===== config.mk =====
export PLATFORM = sky130hd
export DESIGN_NAME = receptor_teclado_ps2
export DESIGN_NICKNAME = d
export VERILOG_FILES = /design/src/rtl/receptor_teclado_ps2.sv
export SDC_FILE = /design/constraint.sdc
export NUM_CORES = 1
export LEC_CHECK = 0
export BUFFER_PORTS_ARGS = -buffer_cell sky130_fd_sc_hd__buf_2
export CAP_MARGIN = 20
export CORE_UTILIZATION = 49
export CTS_CLUSTER_DIAMETER = 60
export DETAILED_ROUTE_END_ITERATION = 10
export GPL_TIMING_DRIVEN = 0
export PLACE_DENSITY_LB_ADDON = 0.12
export SETUP_SLACK_MARGIN = 0.15
export SYNTH_ARGS = -nofsm -noshare
export SYNTH_HDL_FRONTEND = slang
export SYNTH_SLANG_ARGS = --single-unit

===== constraint.sdc =====
create_clock -name clk -period 3.94 [get_ports clk]
set_clock_uncertainty 0.1 [all_clocks]
set_input_delay 0.591 -clock clk [delete_from_list [all_inputs] [get_ports clk]]
set_output_delay 0.591 -clock clk [all_outputs]
set_load 0.05 [all_outputs]

===== src/rtl/receptor_teclado_ps2.sv =====
// PS/2 keyboard receiver: synchronizes and deglitches the bus, assembles 11-bit frames,
// and decodes make/break/extended scan codes into a held key plus one-cycle event pulses.
module receptor_teclado_ps2 #(
    parameter int FILTRO_CICLOS  = 8,
    parameter int TIMEOUT_CICLOS = 20000
) (
    input  logic       clk,
    input  logic       reset,
    input  logic       ps2_clk,
    input  logic       ps2_data,
    output logic [7:0] Tecla,
    output logic       tecla_valida,
    output logic       tecla_extendida,
    output logic       tecla_liberada,
    output logic       error_trama
);

    localparam int FW = $clog2(FILTRO_CICLOS + 1);
    localparam int TW = $clog2(TIMEOUT_CICLOS + 1);
    localparam logic [FW-1:0] FILTRO_MAX  = FW'(FILTRO_CICLOS - 1);
    localparam logic [TW-1:0] TIMEOUT_MAX = TW'(TIMEOUT_CICLOS - 1);

    typedef enum logic [1:0] {REPOSO, DATOS, PARIDAD, PARADA} estado_t;

    logic [1:0]    r_clkSync;
    logic [1:0]    r_dataSync;
    logic [FW-1:0] r_filtCnt;
    logic          r_clkFilt;
    logic          r_clkFiltAnt;

    estado_t       r_estado,   w_estado;
    logic [2:0]    r_bitCnt,   w_bitCnt;
    logic [7:0]    r_shift,    w_shift;
    logic          r_paridad,  w_paridad;
    logic          r_extFlag,  w_extFlag;
    logic          r_brkFlag,  w_brkFlag;
    logic [TW-1:0] r_timeout,  w_timeout;
    logic [7:0]    r_tecla,    w_tecla;
    logic          r_teclaExt, w_teclaExt;
    logic          r_valida,   w_valida;
    logic          r_liberada, w_liberada;
    logic          r_error,    w_error;

    logic w_clkSinc;
    logic w_dataSinc;
    logic w_muestra;

    // Idle PS/2 bus is high, so synchronizers and filter come out of reset at 1.
    always_ff @(posedge clk or posedge reset) begin
        if (reset) begin
            r_clkSync  <= 2'b11;
            r_dataSync <= 2'b11;
        end else begin
            r_clkSync  <= {r_clkSync[0], ps2_clk};
            r_dataSync <= {r_dataSync[0], ps2_data};
        end
    end

    assign w_clkSinc  = r_clkSync[1];
    assign w_dataSinc = r_dataSync[1];

    // The filtered clock flips on the FILTRO_CICLOS-th consecutive sample at the new level.
    always_ff @(posedge clk or posedge reset) begin
        if (reset) begin
            r_filtCnt    <= '0;
            r_clkFilt    <= 1'b1;
            r_clkFiltAnt <= 1'b1;
        end else begin
            r_clkFiltAnt <= r_clkFilt;
            if (w_clkSinc == r_clkFilt) begin
                r_filtCnt <= '0;
            end else if (r_filtCnt == FILTRO_MAX) begin
                r_clkFilt <= w_clkSinc;
                r_filtCnt <= '0;
            end else begin
                r_filtCnt <= r_filtCnt + FW'(1);
            end
        end
    end

    assign w_muestra = r_clkFiltAnt & ~r_clkFilt;

    always_ff @(posedge clk or posedge reset) begin
        if (reset) begin
            r_estado   <= REPOSO;
            r_bitCnt   <= '0;
            r_shift    <= '0;
            r_paridad  <= 1'b0;
            r_extFlag  <= 1'b0;
            r_brkFlag  <= 1'b0;
            r_timeout  <= '0;
            r_tecla    <= '0;
            r_teclaExt <= 1'b0;
            r_valida   <= 1'b0;
            r_liberada <= 1'b0;
            r_error    <= 1'b0;
        end else begin
            r_estado   <= w_estado;
            r_bitCnt   <= w_bitCnt;
            r_shift    <= w_shift;
            r_paridad  <= w_paridad;
            r_extFlag  <= w_extFlag;
            r_brkFlag  <= w_brkFlag;
            r_timeout  <= w_timeout;
            r_tecla    <= w_tecla;
            r_teclaExt <= w_teclaExt;
            r_valida   <= w_valida;
            r_liberada <= w_liberada;
            r_error    <= w_error;
        end
    end

    // Frame sequencing and scan-code decode; only one event pulse can be raised per cycle.
    always_comb begin
        w_estado   = r_estado;
        w_bitCnt   = r_bitCnt;
        w_shift    = r_shift;
        w_paridad  = r_paridad;
        w_extFlag  = r_extFlag;
        w_brkFlag  = r_brkFlag;
        w_tecla    = r_tecla;
        w_teclaExt = r_teclaExt;
        w_valida   = 1'b0;
        w_liberada = 1'b0;
        w_error    = 1'b0;

        if (w_muestra) begin
            w_timeout = '0;
        end else if (r_timeout != TIMEOUT_MAX) begin
            w_timeout = r_timeout + TW'(1);
        end else begin
            w_timeout = r_timeout;
        end

        if (w_muestra) begin
            case (r_estado)
                REPOSO: begin
                    if (!w_dataSinc) begin
                        w_estado = DATOS;
                        w_bitCnt = '0;
                    end
                end
                DATOS: begin
                    w_shift  = {w_dataSinc, r_shift[7:1]};
                    w_bitCnt = r_bitCnt + 3'd1;
                    if (r_bitCnt == 3'd7) begin
                        w_estado = PARIDAD;
                    end
                end
                PARIDAD: begin
                    w_paridad = w_dataSinc;
                    w_estado  = PARADA;
                end
                PARADA: begin
                    w_estado = REPOSO;
                    if (w_dataSinc && (^{r_paridad, r_shift})) begin
                        if (r_shift == 8'hE0) begin
                            w_extFlag = 1'b1;
                        end else if (r_shift == 8'hF0) begin
                            w_brkFlag = 1'b1;
                        end else if (r_brkFlag) begin
                            w_liberada = 1'b1;
                            w_extFlag  = 1'b0;
                            w_brkFlag  = 1'b0;
                        end else begin
                            w_tecla    = r_shift;
                            w_teclaExt = r_extFlag;
                            w_valida   = 1'b1;
                            w_extFlag  = 1'b0;
                            w_brkFlag  = 1'b0;
                        end
                    end else begin
                        w_error   = 1'b1;
                        w_extFlag = 1'b0;
                        w_brkFlag = 1'b0;
                    end
                end
                default: w_estado = REPOSO;
            endcase
        end else if (r_estado != REPOSO && r_timeout == TIMEOUT_MAX) begin
            w_estado  = REPOSO;
            w_error   = 1'b1;
            w_extFlag = 1'b0;
            w_brkFlag = 1'b0;
            w_bitCnt  = '0;
        end
    end

    assign Tecla           = r_tecla;
    assign tecla_extendida = r_teclaExt;
    assign tecla_valida    = r_valida;
    assign tecla_liberada  = r_liberada;
    assign error_trama     = r_error;

endmodule

==> flow_summary.ini <==
[route]
wl_mm = 3.717
wl_per_cell_um = 12.27
drt-initial-drc-count = 70
ant_nets = 0
drc_errors = 0
via_per_inst = 5.050
via_count = 1530
dr.pass1.iters = 4

[sta]
finalHoldWorstSlack_ps = 152.1
layout_min_cycle_time_ps = 2629
rsz0062_at_grt = no
drv_slew = 0
worstMarginPinSlew_ps = 586.2
hold_viol_final = 0
fmax_mhz = 380.4
setup_viol = 0
setup_tns_ps = 0
max_slew_margin_pct = 60.63
min_period_over_period_pct = 66.72

[placement]
gp_congestion = 0.7655
dpl.hpwl_mm = 2.648
io_buffers = 15

[die]
die_w_um = 72.66
die_area_sq_um = 5279
rows = 25
die_h_um = 72.66
top_level_ports = 16
start_util_pct = 51.45
core_sq_um = 4755

[synthesis]
synth_top_family_by_area = simple AND/OR/NAND/NOR gates
synth_top_area_share_pct = 48.08
syn-num-nets = 229
synth_seq_cells = 53
yosysSeqAreaShare_pct = 54.53
synth_compound_area_share_pct = 5.320
synthAdderAreaFrac_pct = 6.650
synth_cell_types = 38
yosys.area.top_type = dfrtp_1
synthMuxAreaShare_pct = 8.235
synth_ff_type = dfrtp_1
ys_warn_count = 0
synthTopCellsByArea = dfrtp_1, mux2_2, ha_1
syn_avg_cell_area_sq_um = 11.54
synthArstFlopShare_pct = 100.0
synth_xor_area_share_pct = 6.650
postSynthCellCount = 212
synth_edf_count = 0
synthesis.area_sq_um = 2446
yosys.area_share.simple_pct = 16.01

[cells_and_area]
final-seq-area_sq_um = 1334
mostFrequentLayoutCells = dfrtp_1, nor2_1, nand2_1, mux2_2, buf_2
drive_gt1_share_pct = 23.31
final_util_pct = 57.13
fill_cells = 428
layout_commonest_cell = dfrtp_1
multiInputGateArea_sq_um = 1049
syn_to_final_growth_pct = 11.05
final_nets = 252
num_antenna_cells = 0

[power_and_ir_drop]
p_per_area_nw_per_um2 = 515.4
total_power_mw = 1.400
leakagePower_nw = 1.304
peakVddDrop_v = 0.0003488

[global_route]
globalRouteOverflowTotal = 0
grt_use_total_pct = 16.64
grt_antenna_before_repair = 0
grt_pass1_vias = 1502
grt_max_degree = 37
grt_pass1_wl_mm = 6.679

[clocking]
numCtsBuffers = 5
clock_sinks = 53
tritoncts = built
cts_hold_buffers = 0
cts_resized = 0
clock_latency_ps = 310
cts-root-buf = clkbuf_8
htree_num_levels = 2
clkSlewWorstSetupHoldPaths_ps = 90
cts_max_path_buffers = 2
cts_setup_buffers = 0

[worst_setup_path]
crit_fanout = 10
crit_arrival_ps = 2730
max_stage_delay_ps = 460
worstPathRequired_ps = 4040
crit_slowest_cell = nor3_4
worst-path-buf-inv = 1
cpLargestDelayFamily = simple AND/OR/NAND/NOR gates
cp_cell_sequence = inv_1, ha_1, xnor3_1, xnor2_1, or2_1, nor3_4, mux2_2
path_class = reg2reg
critPathLaunchType = flop
end_kind = flop

[hold_path]
hp-class = in2async

[job]
cap_violations = 0

[status]
status = finished clean
==> through the flow <==
step | worst slack [ps] | cells | area, sq um
6_report | 1311 | 303 | 2716
5_1_grt | 1122 | 303 | 2716
4_1_cts | 1279 | 303 | 2716
3_5_place_dp | 1297 | 295 | 2625
3_3_place_gp | 1288 | 294 | 2605
2_1_floorplan | 1559 | 212 | 2446
==> power by group <==
group	switching, mW	internal, mW
Sequential	0.0799	0.639
Combinational	0.204	0.173
Clock	0.178	0.126
Total	0.462	0.938
==> final timing paths <==
| kind | startpoint | to | slack (ps) | cells after the start |
|---|---|---|---|---|
| min | reset | r_filtCnt[0] | 150 | 2 |
| min in group clk | r_dataSync[0] | r_dataSync[1] | 260 | 0 |
| min reg2reg | r_dataSync[0] | r_dataSync[1] | 260 | 0 |
| max | r_shift[1] | Tecla[3] | 1310 | 7 |
| max in group asynchronous | reset | r_clkSync[1] | 3020 | 3 |
| max reg2reg | r_shift[1] | Tecla[3] | 1310 | 7 |
==> sequential cells by signal, indices dropped and copies added (netlist names), 2 cells and up <==
name,flops
r_timeout,15
Tecla,8
r_shift,8
r_filtCnt,4
r_bitCnt,3
r_clkSync,2
r_dataSync,2
r_estado,2
==> synthesized netlist by cell type (2+ instances only) <==
cell and n:
nand2b_1 2, dfrtp_1 47, xnor2_1 9, nor2_1 25, a21oi_1 6, xor2_1 7
mux2_2 15, clkbuf_1 2, and3_2 3, nor3_1 9, mux2_1 2, inv_1 12
dfstp_2 6, nand3_1 6, o21ai_0 7, nor2b_1 3, ha_1 13, nand4_1 2
o22ai_1 2, nand2_1 16
==> cells by family (layout without fill, tap and decap cells) <==
family	count (synthesis)	in the layout
flip-flops	53	53
AND/OR/NAND/NOR	75	75
adder cells (fa/ha/maj)	13	13
multiplexers	18	18
AO/OA/AOI/OAI	21	21
XOR/XNOR	17	17
buffers and inverters	15	39
==> layer usage <==
metal | GRT usage [%] | share of wire [%] | vias up
met5 | 0 | 0 | -
met4 | 7.190 | 2.3 | 0
met3 | 4.144 | 2.6 | 8
met2 | 24.92 | 44 | 17
met1 | 23.06 | 51 | 740
li1 | - | - | 765
==> final cells by class <==
class,count,area share (%)
Sequential cell,53,49.10
Multi-Input combinational cell,144,38.60
Timing Repair Buffer,16,3.501
Tap cell,67,3.086
Clock buffer,5,2.533
Inverter,12,1.658
Clock inverter,3,0.8291
Buffer,3,0.6909
==> worst register-to-register path, stage by stage, from the launching register on <==
cell	delay, ps
dfrtp_1	380
inv_1	70
ha_1	280
xnor3_1	410
xnor2_1	150
or2_1	290
nor3_4	460
mux2_2	400
No activity file was read; power rests on OpenSTA's default activity.
